==> src/rtl/ad5660_pkg.sv <==
// ============================================================================
// Module  : ad5660_pkg
// Brief   : Shared constants and types for the AD5660 SPI frame receiver.
// Revision: 1.0 - initial release
// ============================================================================
`default_nettype none

package ad5660_pkg;

  localparam int AD5660_BITS = 24;
  // Only word[17:0] is ever consumed; higher bits are shifted out and dropped.
  localparam int AD5660_KEEP = 18;

  typedef enum logic [1:0] {
    PD_NORMAL   = 2'b00,
    PD_1K       = 2'b01,
    PD_100K     = 2'b10,
    PD_TRISTATE = 2'b11
  } pd_t;

  typedef enum logic [1:0] {
    IDLE      = 2'd0,
    SHIFT     = 2'd1,
    WAIT_HIGH = 2'd2
  } rx_state_t;

endpackage

`default_nettype wire

==> src/rtl/ad5660_spi_rx_sync_edge.sv <==
// ============================================================================
// Module  : sync_edge
// Brief   : Multi-flop synchroniser (resets high) with rise/fall detection.
// Revision: 1.0 - initial release
// ============================================================================
`default_nettype none

module sync_edge #(
  parameter int STAGES = 2
) (
  input  logic clk,
  input  logic reset_n,
  input  logic din,
  output logic rise,
  output logic fall
);

  logic [STAGES-1:0] chain;
  logic              prev;

  always_ff @(posedge clk or negedge reset_n) begin
    if (!reset_n) begin
      chain <= '1;
      prev  <= 1'b1;
    end else begin
      chain <= {chain[STAGES-2:0], din};
      prev  <= chain[STAGES-1];
    end
  end

  assign rise = ~prev &  chain[STAGES-1];
  assign fall =  prev & ~chain[STAGES-1];

endmodule

`default_nettype wire

==> src/rtl/ad5660_spi_rx.sv <==
// ============================================================================
// Module  : ad5660_spi_rx
// Brief   : Oversampled AD5660 SPI frame receiver; optional frame statistics
//           enabled by defining AD5660_SPI_RX_STATS_EN.
// Revision: 1.0 - initial release
// ============================================================================
`default_nettype none

module ad5660_spi_rx
  import ad5660_pkg::*;
#(
  parameter int BITS        = AD5660_BITS,
  parameter int SYNC_STAGES = 2
) (
  input  logic        clk,
  input  logic        reset_n,
  input  logic        SS_n,
  input  logic        SCLK,
  input  logic        SDI,
  output logic [15:0] data,
  output pd_t         pd,
  output logic        valid,
  output logic        frame_err,
  output logic        busy
`ifdef AD5660_SPI_RX_STATS_EN
  ,
  output logic [15:0] good_cnt,
  output logic [15:0] err_cnt
`endif
);

  localparam int CNT_W = $clog2(BITS + 1);

  if (BITS < AD5660_KEEP) begin : g_bad_bits
    $error("ad5660_spi_rx: BITS must be >= 18");
  end
  if (SYNC_STAGES < 2) begin : g_bad_stages
    $error("ad5660_spi_rx: SYNC_STAGES must be >= 2");
  end

  logic ss_rise;
  logic ss_fall;
  logic sclk_fall;
  logic sclk_rise_unused;

  sync_edge #(.STAGES(SYNC_STAGES)) u_ss_sync (
    .clk     (clk),
    .reset_n (reset_n),
    .din     (SS_n),
    .rise    (ss_rise),
    .fall    (ss_fall)
  );

  sync_edge #(.STAGES(SYNC_STAGES)) u_sclk_sync (
    .clk     (clk),
    .reset_n (reset_n),
    .din     (SCLK),
    .rise    (sclk_rise_unused),
    .fall    (sclk_fall)
  );

  // SDI delay matches the SCLK synchroniser so a detected fall sees its own bit.
  logic [SYNC_STAGES-1:0] sdi_dly;
  logic                   sdi_sync;

  always_ff @(posedge clk or negedge reset_n) begin
    if (!reset_n) begin
      sdi_dly <= '1;
    end else begin
      sdi_dly <= {sdi_dly[SYNC_STAGES-2:0], SDI};
    end
  end

  assign sdi_sync = sdi_dly[SYNC_STAGES-1];

  rx_state_t              state, state_nx;
  logic [CNT_W-1:0]       bit_cnt, bit_cnt_nx;
  logic [AD5660_KEEP-1:0] shift_reg, shift_nx;
  logic                   done, done_nx;
  logic                   err_nx;

  always_ff @(posedge clk or negedge reset_n) begin
    if (!reset_n) begin
      state     <= IDLE;
      bit_cnt   <= '0;
      shift_reg <= '0;
      done      <= 1'b0;
    end else begin
      state     <= state_nx;
      bit_cnt   <= bit_cnt_nx;
      shift_reg <= shift_nx;
      done      <= done_nx;
    end
  end

  always_comb begin
    state_nx   = state;
    bit_cnt_nx = bit_cnt;
    shift_nx   = shift_reg;
    done_nx    = 1'b0;
    err_nx     = 1'b0;
    case (state)
      IDLE: begin
        if (ss_fall) begin
          state_nx   = SHIFT;
          bit_cnt_nx = '0;
          shift_nx   = '0;
        end
      end
      SHIFT: begin
        if (sclk_fall) begin
          shift_nx   = {shift_reg[AD5660_KEEP-2:0], sdi_sync};
          bit_cnt_nx = bit_cnt + CNT_W'(1);
          if (bit_cnt == CNT_W'(BITS - 1)) begin
            done_nx  = 1'b1;
            state_nx = WAIT_HIGH;
          end
        end
        // A final edge coinciding with SS_n rising still completes the frame.
        if (ss_rise) begin
          state_nx = IDLE;
          err_nx   = ~done_nx;
        end
      end
      WAIT_HIGH: begin
        if (ss_rise) begin
          state_nx = IDLE;
        end
      end
      default: begin
        state_nx = IDLE;
      end
    endcase
  end

  // Outputs lag the completing edge by one cycle so the shift register is final.
  always_ff @(posedge clk or negedge reset_n) begin
    if (!reset_n) begin
      data      <= '0;
      pd        <= PD_NORMAL;
      valid     <= 1'b0;
      frame_err <= 1'b0;
      busy      <= 1'b0;
    end else begin
      valid     <= done;
      frame_err <= err_nx;
      busy      <= (state_nx != IDLE);
      if (done) begin
        data <= shift_reg[15:0];
        pd   <= pd_t'(shift_reg[17:16]);
      end
    end
  end

`ifdef AD5660_SPI_RX_STATS_EN
  always_ff @(posedge clk or negedge reset_n) begin
    if (!reset_n) begin
      good_cnt <= '0;
      err_cnt  <= '0;
    end else begin
      if (done) begin
        good_cnt <= good_cnt + 16'd1;
      end
      if (err_nx) begin
        err_cnt <= err_cnt + 16'd1;
      end
    end
  end
`endif

endmodule

`default_nettype wire

==> config.mk <==
export PLATFORM = sky130hd
export DESIGN_NAME = ad5660_spi_rx
export DESIGN_NICKNAME = d
export VERILOG_FILES = /design/src/rtl/ad5660_pkg.sv /design/src/rtl/ad5660_spi_rx_sync_edge.sv /design/src/rtl/ad5660_spi_rx.sv
export SDC_FILE = /design/constraint.sdc
export NUM_CORES = 1
export LEC_CHECK = 0
export BUFFER_PORTS_ARGS = -buffer_cell sky130_fd_sc_hd__buf_2
export CAP_MARGIN = 20
export CORE_AREA = 2 2 62 64
export DETAILED_ROUTE_END_ITERATION = 10
export DIE_AREA = 0 0 64 66
export PLACE_DENSITY = 0.79
export SYNTH_ARGS = -nofsm -noshare
export SYNTH_HDL_FRONTEND = slang
export SYNTH_SLANG_ARGS = --single-unit
==> constraint.sdc <==
create_clock -name clk -period 3.4 [get_ports clk]
set_input_delay 0.17 -clock clk [delete_from_list [all_inputs] [get_ports clk]]
set_output_delay 0.17 -clock clk [all_outputs]
set_load 0.05 [all_outputs]
== Word-level counts from Yosys, hierarchy flattened ==
Cells that the tools add are included.
W data, S select, Z words.

* Multiplexer cells: 18
* Bitwise gates (word level): 7
* Equal/unequal tests: 5
* Add/sub/neg operators: 1
* Reduce and logical (&&, ||, !) cells: 4

{| class="wikitable"
|+ Operators with widths
! operator !! count
|-
| $mux W18 || 2
|-
| $pmux W18 S2 || 1
|-
| $mux W2 || 5
|-
| $mux W5 || 2
|-
| $pmux W5 S2 || 1
|-
| $mux W1 || 6
|-
| $pmux W2 S3 || 1
|-
| $add A5 B1 Y5 const B || 1
|-
| $eq A5 B5 Y1 const B || 1
|-
| $ne A2 B2 Y1 const B || 2
|-
| $not A1 Y1 || 4
|-
| $reduce_bool A2 Y1 || 2
|-
| $and A1 B1 Y1 || 3
|-
| $reduce_and A3 Y1 || 1
|-
| $eq A2 B1 Y1 const B || 1
|-
| $eq A2 B2 Y1 const B || 1
|-
| $logic_not A2 Y1 || 1
|}

* Flip-flop bits (word level): 55
* Word-level logic and storage cells: 49
* Input bits: 5

== Longest topological paths before layout ==
Gate-level depths: netlist (run 1).

* Word-level depth: 7
* Mapped depth: 5

== Modules after synthesis ==
From an unflattened synthesis (run 1), not the netlist that was laid out.

* Cell total of the unflattened synthesis: 180
* Area, all modules: 2,259.7 um2

{| class="wikitable"
|+ Modules (own cells, without submodules)
! module !! cells each !! instances !! area each (um2)
|-
| ad5660_spi_rx || 170 || 1 || 2,072.0
|-
| sync_edge || 5 || 2 || 93.8
|}

== Least setup slack after synthesis (run 1) ==
Ideal clock, no wire load.

* Path type: register to register
* Start: register state[1]
* End: register bit_cnt[0]
* Buffers on the path: 2
* Clock period less this slack: 1,364 ps
* Stages on the path, launching flop included: 6
* Library setup time: 125 ps
* Slack: 2,036 ps
* Arrival time: 1,239 ps
* Cells stage by stage: dfrtp_1 -> buf_6 -> and4bb_2 -> a21oi_2 -> buf_6 -> mux2_2

* Word-level cells in the longest chain between the ends: 3
* Elaborated cells on any way between the ends: 7
* Those cells by class: 3 x eq/ne; 1 x mux; 3 x reduce/logical

{| class="wikitable"
|+ Ends and longest elaborated chain
! item !! line !! RTL
|-
| start, declared || ad5660_spi_rx.sv:76 || <nowiki>rx_state_t state, state_nx;</nowiki>
|-
| start signal, assigned || ad5660_spi_rx.sv:89 || <nowiki>state <= state_nx;</nowiki>
|-
| $eq A2 B1 Y1 or $logic_not A2 Y1 (tied branches) || ad5660_spi_rx.sv:102 || <nowiki>case (state)</nowiki>
|-
| $ne A2 B2 Y1 (no line) or $reduce_bool A2 Y1 (tied branches) || - ||
|-
| $reduce_and A3 Y1 (no line) || - ||
|-
| end signal, assigned || ad5660_spi_rx.sv:90 || <nowiki>bit_cnt <= bit_cnt_nx;</nowiki>
|-
| end, declared || ad5660_spi_rx.sv:77 || <nowiki>logic [CNT_W-1:0] bit_cnt, bit_cnt_nx;</nowiki>
|}

Parallel ways exist; a longest one is shown, timed or not.
A chain may end at the register's enable or synchronous reset.

== Final worst setup path (run 1) ==
* Start: register u_sclk_sync.chain[1]
* End: register bit_cnt[0]

* Word-level cells in the longest chain between the ends: 4

{| class="wikitable"
|+ Ends and longest elaborated chain
! item !! line !! RTL
|-
| start, declared || ad5660_spi_rx_sync_edge.sv:18 || <nowiki>logic [STAGES-1:0] chain;</nowiki>
|-
| start signal, assigned || ad5660_spi_rx_sync_edge.sv:26 || <nowiki>chain <= {chain[STAGES-2:0], din};</nowiki>
|-
| $not A1 Y1 || ad5660_spi_rx_sync_edge.sv:32 || <nowiki>assign fall = prev & ~chain[STAGES-1];</nowiki>
|-
| $and A1 B1 Y1 || ad5660_spi_rx_sync_edge.sv:32 ||
|-
| $ne A2 B2 Y1 (no line) || - ||
|-
| $reduce_and A3 Y1 (no line) || - ||
|}

Every way passes these cells.

==> results of run 1 <==
Yosys cell counts, types with 2 or more instances:
cell     number
nor2_1        3
mux2_2       20
dfstp_2       8
nand2_1       2
nand4_1       2
dfrtp_1      47
buf_2         5
mux2i_1       2
nor2b_1       5
buf_6         2
a22o_1       20
path summary, 6_finish.rpt:
kind | to | cells past startpoint
min in group asynchronous | busy$_DFF_PN0_ | 2
min | sdi_dly[1]$_DFF_PN1_ | 0
min reg2reg | sdi_dly[1]$_DFF_PN1_ | 0
max reg2reg | bit_cnt[0]$_DFFE_PN0P_ | 3
max | bit_cnt[0]$_DFFE_PN0P_ | 3
max in group asynchronous | data[6]$_DFFE_PN0P_ | 3
metal layers:
layer	up-vias	part of all wire	wire, um
met4	0	0.022	67
met3	7	0.039	117
met1	585	0.46	1390
met2	27	0.48	1430
li1	538	-	-
met5	-	0	0
area by class of cell:
| class | count | area, sq um | share of cell area |
|---|---|---|---|
| Tap cell | 48 | 60.1 | 0.0265 |
| Timing Repair Buffer | 30 | 173 | 0.0761 |
| Multi-Input combinational cell | 68 | 598 | 0.264 |
| Clock buffer | 5 | 37.5 | 0.0165 |
| Sequential cell | 55 | 1390 | 0.611 |
| Clock inverter | 3 | 15.0 | 0.00662 |
repair_timing:
| item | CTS | global route |
|---|---|---|
| hold buffers | 4 | 0 |
| buffers inserted | 0 | 0 |
| hold endpoints to repair | 40 | 0 |
power breakdown:
| group | internal [mW] | switching (mW) | leakage, nW |
|---|---|---|---|
| registers | 0.684 | 0.0247 | 0.734 |
| clock network | 0.0774 | 0.185 | 0.0347 |
| logic | 0.0344 | 0.0530 | 0.411 |
| total | 0.796 | 0.263 | 1.18 |
cell families (layout without fill, tap and decap cells):
| kind of cell | Yosys count | after routing | share of synthesized area |
|---|---|---|---|
| muxes | 22 | 22 | 0.120 |
| adders and majority gates | 1 | 1 | 0.00613 |
| DFF | 55 | 55 | 0.680 |
| AOI/OAI and AO/OA | 25 | 25 | 0.106 |
| and+or+nand+nor | 20 | 20 | 0.0614 |
| buffers and inverters | 8 | 38 | 0.0270 |
critical path, stage by stage, from the launching register on:
cell,delay [ns]
dfstp_2,0.57
and4bb_2,0.38
a21oi_2,0.66
mux2_2,0.29
per-stage QoR:
stage | util | cell area, sq um
after CTS | 0.639 | 2270
after global placement | 0.613 | 2180
after global routing | 0.639 | 2270
final | 0.639 | 2270
after detailed placement | 0.613 | 2180
after floorplan | - | 2040
cells in the final DEF (no fill, tap or decap), drive strengths merged, types with 3 or more instances in the layout:
master / n
nor2: 3
nor2b: 5
dfstp: 8
dfrtp: 47
buf: 26
mux2: 20
clkinv: 3
a22o: 20
clkbuf: 5
dlygate4sd3: 4
==> metrics.txt, run 1 <==
DIE HEIGHT=66 um; run status=completed; crit path capture type=register; clock skew=0.0109 ns; Ys Warns=0; Slew Limit Headroom=0.377; sequential fraction of the synthesis area=0.680; Sink Count=55; largest net degree at the start of global routing=47; Slew Limit Fails=0; Avg Cell Area, Syn=15.6 sq um; CP startpoint kind=register; Clock Latency Late Sink=0.37 ns; Worst Setup SP=u_sclk_sync.chain[1]$_DFF_PN1_; CTS tree=yes; FF-to-FF Start=u_sclk_sync.chain[1]$_DFF_PN1_; Most used DFF post-synth=dfrtp_1; starting density of the core=0.574; hold_sp=sdi_dly[0]$_DFF_PN1_; Final Hold Viols=0; distinct cell type count after synthesis=26; final period utilization=0.572; met1 Use GR=0.209; standby leakage power=1.18 nW; Final WS setup=1.45 ns; GR peak layer=met2; worst slack at placement=1.47 ns; total gr overflow=0; critical path required time=3.71 ns; maxcap violations=0; Syn Std Cell Area=0.00204 sq mm; Synth async-reset ratio=1.00; Crit Path Max Fanout=23; DP Wirelength=2020 um; via count=1,157; final net count=166; fin crit period=1.95 ns; synthesized flop and latch total=55; Root Driver=clkbuf_4; area leader, netlist=dfrtp_1; All-Layer GR Usage=0.167; H-tree Lvls=2; share of cells above drive strength 1=0.398; DR WL/cell=14.4 um; share of the synthesized area in the top cell type=0.577; setup_tns=0 ns; fmax=514 MHz; max reg flops=18; met2 Track Usage GR=0.276; die area=0.00422 sq mm; Setup CP Type=register to register; Layout Cells excl Fill=209; worst hold slack=0.367 ns; FILL cells=290; Power per Cell Area=466 mW/mm^2; gpl congestion=0.762; placed insts=197; first-pass GRT wire length=5350 um; synthesis-to-finish area growth=11.3%; Top Ports=26; Die X=64 um; vias in the first global route=1,202; Antenna diodes=0; Max Root-Sink Buffers=2; Std-Cell Rows=22; drt via density=5.54; Pre-Repair DR Iteration Count=5; antenna violations before repair=0; Hold Crit Class=register to register; grt met3 use=0.0358; Area contributors post-synth=dfrtp_1, mux2_2, dfstp_2, a22o_1, nor2b_1; Final setup viols=0; post-CTS resize count=0; Routed Antenna Nets=0; Power Total=1.06 mW; starting DRC count in detailed routing=51; cells after synthesis=131; CTS buffer count=5; Post-synth EDFFs=0; Slew @ Worst Pin=0.935 ns; RSZ-0062 raised after global routing=no; DRT Wirelength=3000 um; Peak VDD IR=0.000352 V; R2R setup slack=1.45 ns; Worst EP arrival=2.26 ns; syn_nets=137; # DRC=0; core area=0.00355 sq mm; CTS clk-pin slew, worst paths=0.13 ns; PortBufs=25
(Power assumes the default switching activity.)
==> run 2: changes to the inputs <==
Settings changed: CORE_AREA 2 2 62 64 to 2 2 64 66, DIE_AREA 0 0 64 66 to 0 0 66 68, PLACE_DENSITY 0.79 to 0.75.
Clock period 3.4 ns to 1.89 ns, I/O delays scaled along.
==> metrics.txt, run 2 (synthesis gave the netlist of run 1 again) <==
run status=completed (unchanged); drt via density=5.46 (was 5.54); crit path capture type=register (unchanged); antenna violations before repair=0 (unchanged); first-pass GRT wire length=5230 um (was 5350 um); DIE HEIGHT=68 um (was 66 um); Max Root-Sink Buffers=2 (unchanged); maxcap violations=0 (unchanged); worst slack at placement=0.150 ns (was 1.47 ns); Slew Limit Headroom=0.462 (was 0.377); # DRC=0 (unchanged); CTS clk-pin slew, worst paths=0.09 ns (was 0.13 ns); Power per Cell Area=885 mW/mm^2 (was 466 mW/mm^2); CTS tree=yes (unchanged); Pre-Repair DR Iteration Count=4 (was 5); Setup CP Type=register to register (unchanged); CTS buffer count=5 (unchanged); clock skew=0.00800 ns (was 0.0109 ns); Layout Cells excl Fill=213 (was 209); Final WS setup=0.173 ns (was 1.45 ns); vias in the first global route=1,117 (was 1,202); All-Layer GR Usage=0.154 (was 0.167); max reg flops=18 (unchanged); Slew @ Worst Pin=0.807 ns (was 0.935 ns); critical path required time=2.13 ns (was 3.71 ns); synthesis-to-finish area growth=14.5% (was 11.3%); Die X=66 um (was 64 um); Seq pwr share=0.616 (was 0.670); Final setup viols=0 (unchanged); gpl congestion=0.807 (was 0.762); final period utilization=0.908 (was 0.572); Peak VDD IR=0.000613 V (was 0.000352 V); DP Wirelength=2020 um (about the same); setup_tns=0 ns (unchanged); Internal=1.56 mW (was 796 uW); largest net degree at the start of global routing=29 (was 47); Slew Limit Fails=0 (unchanged); commonest non-fill, non-tap cells in the layout=dfrtp_1, buf_2, mux2_2, a22o_1, dfstp_2 (unchanged); Comb pwr share=0.079 (was 0.083); Top Ports=26 (unchanged); H-tree Lvls=2 (unchanged); share of cells above drive strength 1=0.399 (was 0.398); Clock Latency Late Sink=0.30 ns (was 0.37 ns); core area=0.00386 sq mm (was 0.00355 sq mm); post-route design area=0.00234 sq mm (was 0.00227 sq mm); die area=0.00449 sq mm (was 0.00422 sq mm); switch share=0.244 (was 0.248); setup bufs post-CTS=0 (unchanged); Std-Cell Rows=23 (was 22); Crit Path Max Fanout=20 (was 23); Sink Count=55 (unchanged); total gr overflow=0 (unchanged); starting DRC count in detailed routing=50 (was 51); most common cell after layout, fill and taps aside=dfrtp_1 (unchanged); Antenna diodes=0 (unchanged); post-CTS resize count=0 (unchanged); Hold Crit Class=primary input to asynchronous set/reset pin (was register to register); DP Area=0.00221 sq mm (was 0.00218 sq mm); Final Hold Viols=0 (unchanged); CP startpoint kind=register (unchanged); standby leakage power=1.20 nW (was 1.18 nW); fmax=582 MHz (was 514 MHz); RSZ-0062 raised after global routing=no (unchanged); DRT Wirelength=3040 um (was 3000 um); starting density of the core=0.529 (was 0.574); NetSw=504 uW (was 263 uW); clock network power share=0.306 (was 0.248); Root Driver=clkbuf_8 (was clkbuf_4); fin crit period=1.72 ns (was 1.95 ns); final net count=168 (was 166); PortBufs=25 (unchanged); via count=1,162 (was 1,157); placed insts=201 (was 197); Worst EP arrival=1.96 ns (was 2.26 ns); DR WL/cell=14.3 um (was 14.4 um); Routed Antenna Nets=0 (unchanged)
-- run 2: through the flow --
stage	util	total power [mW]	hold slack [ns]
floorplan	-	1.40	-0.201
global placement	0.572	1.45	0.138
detailed placement	0.572	1.46	0.139
CTS	0.606	2.10	0.352
global route	0.606	2.16	0.367
finish	0.606	2.07	0.331
-- run 2: power groups by stage --
stage                     Combinational, mW  Sequential, mW  Clock, mW
after floorplan                       0.109            1.30          0
after global placement                0.156            1.29          0
after detailed placement              0.160            1.30          0
after CTS                             0.167            1.27      0.655
after global routing                  0.183            1.28      0.700
final                                 0.163            1.27      0.632
-- run 2: final cells by class --
class	count	area, sq um
clock buffers	6	72.6
clock inverters	2	16.3
fillers	323	1520
multi-input cells	68	598
flip-flops and latches	55	1390
well taps	50	62.6
repair buffers	32	200
-- run 2: what timing repair did --
item                       CTS  global route
setup endpoints to repair    0             0
hold endpoints to repair    30             0
hold buffers                 4             0
-- run 2: worst max-delay path, stage by stage (launching register included) --
cell      delay, ns
dfrtp_1        0.49
and4bb_2       0.29
a21oi_2        0.60
mux2_2         0.28
-- run 2: worst paths after layout --
| check | from | endpoint | slack, ns | depth (start not counted) |
|---|---|---|---|---|
| max in group asynchronous | reset_n | u_sclk_sync.prev$_DFF_PN1_ | 0.92 | 3 |
| worst min-delay path | reset_n | valid$_DFF_PN0_ | 0.33 | 2 |
| worst max-delay path | state[1]$_DFF_PN0_ | bit_cnt[0]$_DFFE_PN0P_ | 0.17 | 3 |
| worst min register to register | sdi_dly[0]$_DFF_PN1_ | sdi_dly[1]$_DFF_PN1_ | 0.36 | 0 |
| min in group clk | sdi_dly[0]$_DFF_PN1_ | sdi_dly[1]$_DFF_PN1_ | 0.36 | 0 |
| worst max register to register | state[1]$_DFF_PN0_ | bit_cnt[0]$_DFFE_PN0P_ | 0.17 | 3 |
-- run 2: metal layers --
layer	up-vias	share of wire	global-route usage
li1	545	-	-
met1	590	0.46	0.203
met2	22	0.48	0.245
met3	5	0.039	0.0345
met4	0	0.015	0.0765
met5	-	0	0
==> run 3: changes to the inputs <==
Settings changed: CORE_AREA 2 2 64 66 to 2 2 67 69, DIE_AREA 0 0 66 68 to 0 0 69 71, PLACE_DENSITY 0.75 to 0.69.
==> metrics.txt, run 3 (synthesis gave the netlist of run 1 again) <==
gpl congestion=0.693 (was 0.807); run status=completed (unchanged); critical path required time=2.13 ns (about the same); vias in the first global route=1,123 (was 1,117); FILL cells=363 (was 323); Crit Path Max Fanout=20 (unchanged); Slew Limit Headroom=0.565 (was 0.462); Hold Crit Class=primary input to asynchronous set/reset pin (unchanged); FF/Latch Area=0.00139 sq mm (unchanged); synthesis-to-finish area growth=14.8% (was 14.5%); crit path capture type=register (unchanged); Clock Latency Late Sink=0.31 ns (was 0.30 ns); RSZ-0062 raised after global routing=no (unchanged); CTS tree=yes (unchanged); clock skew=0.0116 ns (was 0.00800 ns); fin crit period=1.53 ns (was 1.72 ns); Top Ports=26 (unchanged); max reg flops=18 (unchanged); Final setup viols=0 (unchanged); fin util=0.557 (was 0.606); setup bufs post-CTS=0 (unchanged); post-route design area=0.00234 sq mm (about the same); largest net degree at the start of global routing=29 (unchanged); Die X=69 um (was 66 um); H-tree Lvls=2 (unchanged); Antenna diodes=0 (unchanged); DP Wirelength=2160 um (was 2020 um); DIE HEIGHT=71 um (was 68 um); final period utilization=0.808 (was 0.908); starting DRC count in detailed routing=88 (was 50); Peak VDD IR=0.000502 V (was 0.000613 V); Max Root-Sink Buffers=2 (unchanged); final net count=168 (unchanged); PortBufs=25 (unchanged); Multi-input gate area=606 sq um (was 598 sq um); Layout Cells excl Fill=215 (was 213); placed insts=203 (was 201); total gr overflow=0 (unchanged); CTS buffer count=5 (unchanged); CTS clk-pin slew, worst paths=0.10 ns (was 0.09 ns); Final Hold Viols=0 (unchanged); Sink Count=55 (unchanged); Slew Limit Fails=0 (unchanged); Pre-Repair DR Iteration Count=4 (unchanged); Setup CP Type=register to register (unchanged); via count=1,157 (was 1,162); Root Driver=clkbuf_8 (unchanged); Std-Cell Rows=24 (was 23); Worst EP arrival=1.77 ns (was 1.96 ns); drt via density=5.38 (was 5.46); Crit Reg-Reg Endpoint=bit_cnt[0]$_DFFE_PN0P_ (unchanged); setup_tns=0 ns (unchanged); Routed Antenna Nets=0 (unchanged); standby leakage power=1.20 nW (about the same); DP Area=0.00221 sq mm (about the same); DR WL/cell=15.2 um (was 14.3 um); All-Layer GR Usage=0.145 (was 0.154); DRT Wirelength=3280 um (was 3040 um); maxcap violations=0 (unchanged); starting density of the core=0.485 (was 0.529); Slew @ Worst Pin=0.653 ns (was 0.807 ns); commonest non-fill, non-tap cells in the layout=dfrtp_1, buf_2, mux2_2, a22o_1, dfstp_2 (unchanged); antenna violations before repair=0 (unchanged); fmax=655 MHz (was 582 MHz); core area=0.00420 sq mm (was 0.00386 sq mm); CP startpoint kind=register (unchanged); R2R setup slack=0.36 ns (was 0.17 ns); # DRC=0 (unchanged); share of cells above drive strength 1=0.399 (unchanged); first-pass GRT wire length=5490 um (was 5230 um); FF-to-FF Start=state[1]$_DFF_PN0_ (unchanged); die area=0.00490 sq mm (was 0.00449 sq mm); R2R depth=3 (unchanged); Power Total=2.06 mW (was 2.07 mW); Power per Cell Area=878 mW/mm^2 (was 885 mW/mm^2); most common cell after layout, fill and taps aside=dfrtp_1 (unchanged)
-- run 3: changes by cell type in the layout (fill, tap and decap cells not counted) --
| cell | before | now |
|---|---|---|
| a21oi_2 | 1 | 0 |
| a21oi_4 | 0 | 1 |
| clkinv_2 | 0 | 1 |
| inv_6 | 1 | 0 |
-- run 3: area by class of cell --
type,instances,share of cell area
Timing Repair Buffer,32,0.0855
Clock inverter,2,0.00534
Multi-Input combinational cell,68,0.259
Sequential cell,55,0.592
Tap cell,52,0.0278
Clock buffer,6,0.0310
-- run 3: what timing repair did --
action	CTS	global route
endpoints found under the hold margin	22	0
resized for setup	0	1
hold buffers	4	0
setup endpoints to repair	0	2
-- run 3: routing by layer --
metal | up-vias | routed length, um | global-route usage
met1 | 587 | 1520 | 0.189
met3 | 6 | 114 | 0.0399
li1 | 541 | - | -
met2 | 23 | 1580 | 0.228
met4 | 0 | 58 | 0.0654
met5 | - | 0 | 0
-- run 3: where the power goes --
part	internal, mW	switching [mW]
Combinational	0.0686	0.101
Sequential	1.23	0.0417
Clock	0.259	0.356
-- run 3: stage by stage --
stage          worst slack (ns)  hold slack [ns]
2_1_floorplan             0.526           -0.201
3_3_place_gp              0.189            0.158
3_5_place_dp              0.129            0.158
4_1_cts                   0.115            0.362
5_1_grt                   0.239            0.368
6_report                  0.363            0.344
-- run 3: worst max-delay path by stage --
stage | startpoint | end | depth (start not counted)
2_1_floorplan | state[1]$_DFF_PN0_ | bit_cnt[0]$_DFFE_PN0P_ | 5
3_3_place_gp | u_sclk_sync.chain[1]$_DFF_PN1_ | bit_cnt[0]$_DFFE_PN0P_ | 3
3_5_place_dp | state[1]$_DFF_PN0_ | bit_cnt[0]$_DFFE_PN0P_ | 3
4_1_cts | u_sclk_sync.chain[1]$_DFF_PN1_ | bit_cnt[0]$_DFFE_PN0P_ | 3
5_1_grt | state[1]$_DFF_PN0_ | bit_cnt[0]$_DFFE_PN0P_ | 3
6_report | state[1]$_DFF_PN0_ | bit_cnt[0]$_DFFE_PN0P_ | 3
-- run 3: worst max-delay path, stage by stage (launching register included) --
cell and delay (ns):
dfrtp_1 0.49, and4bb_2 0.30, a21oi_4 0.43, mux2_2 0.25
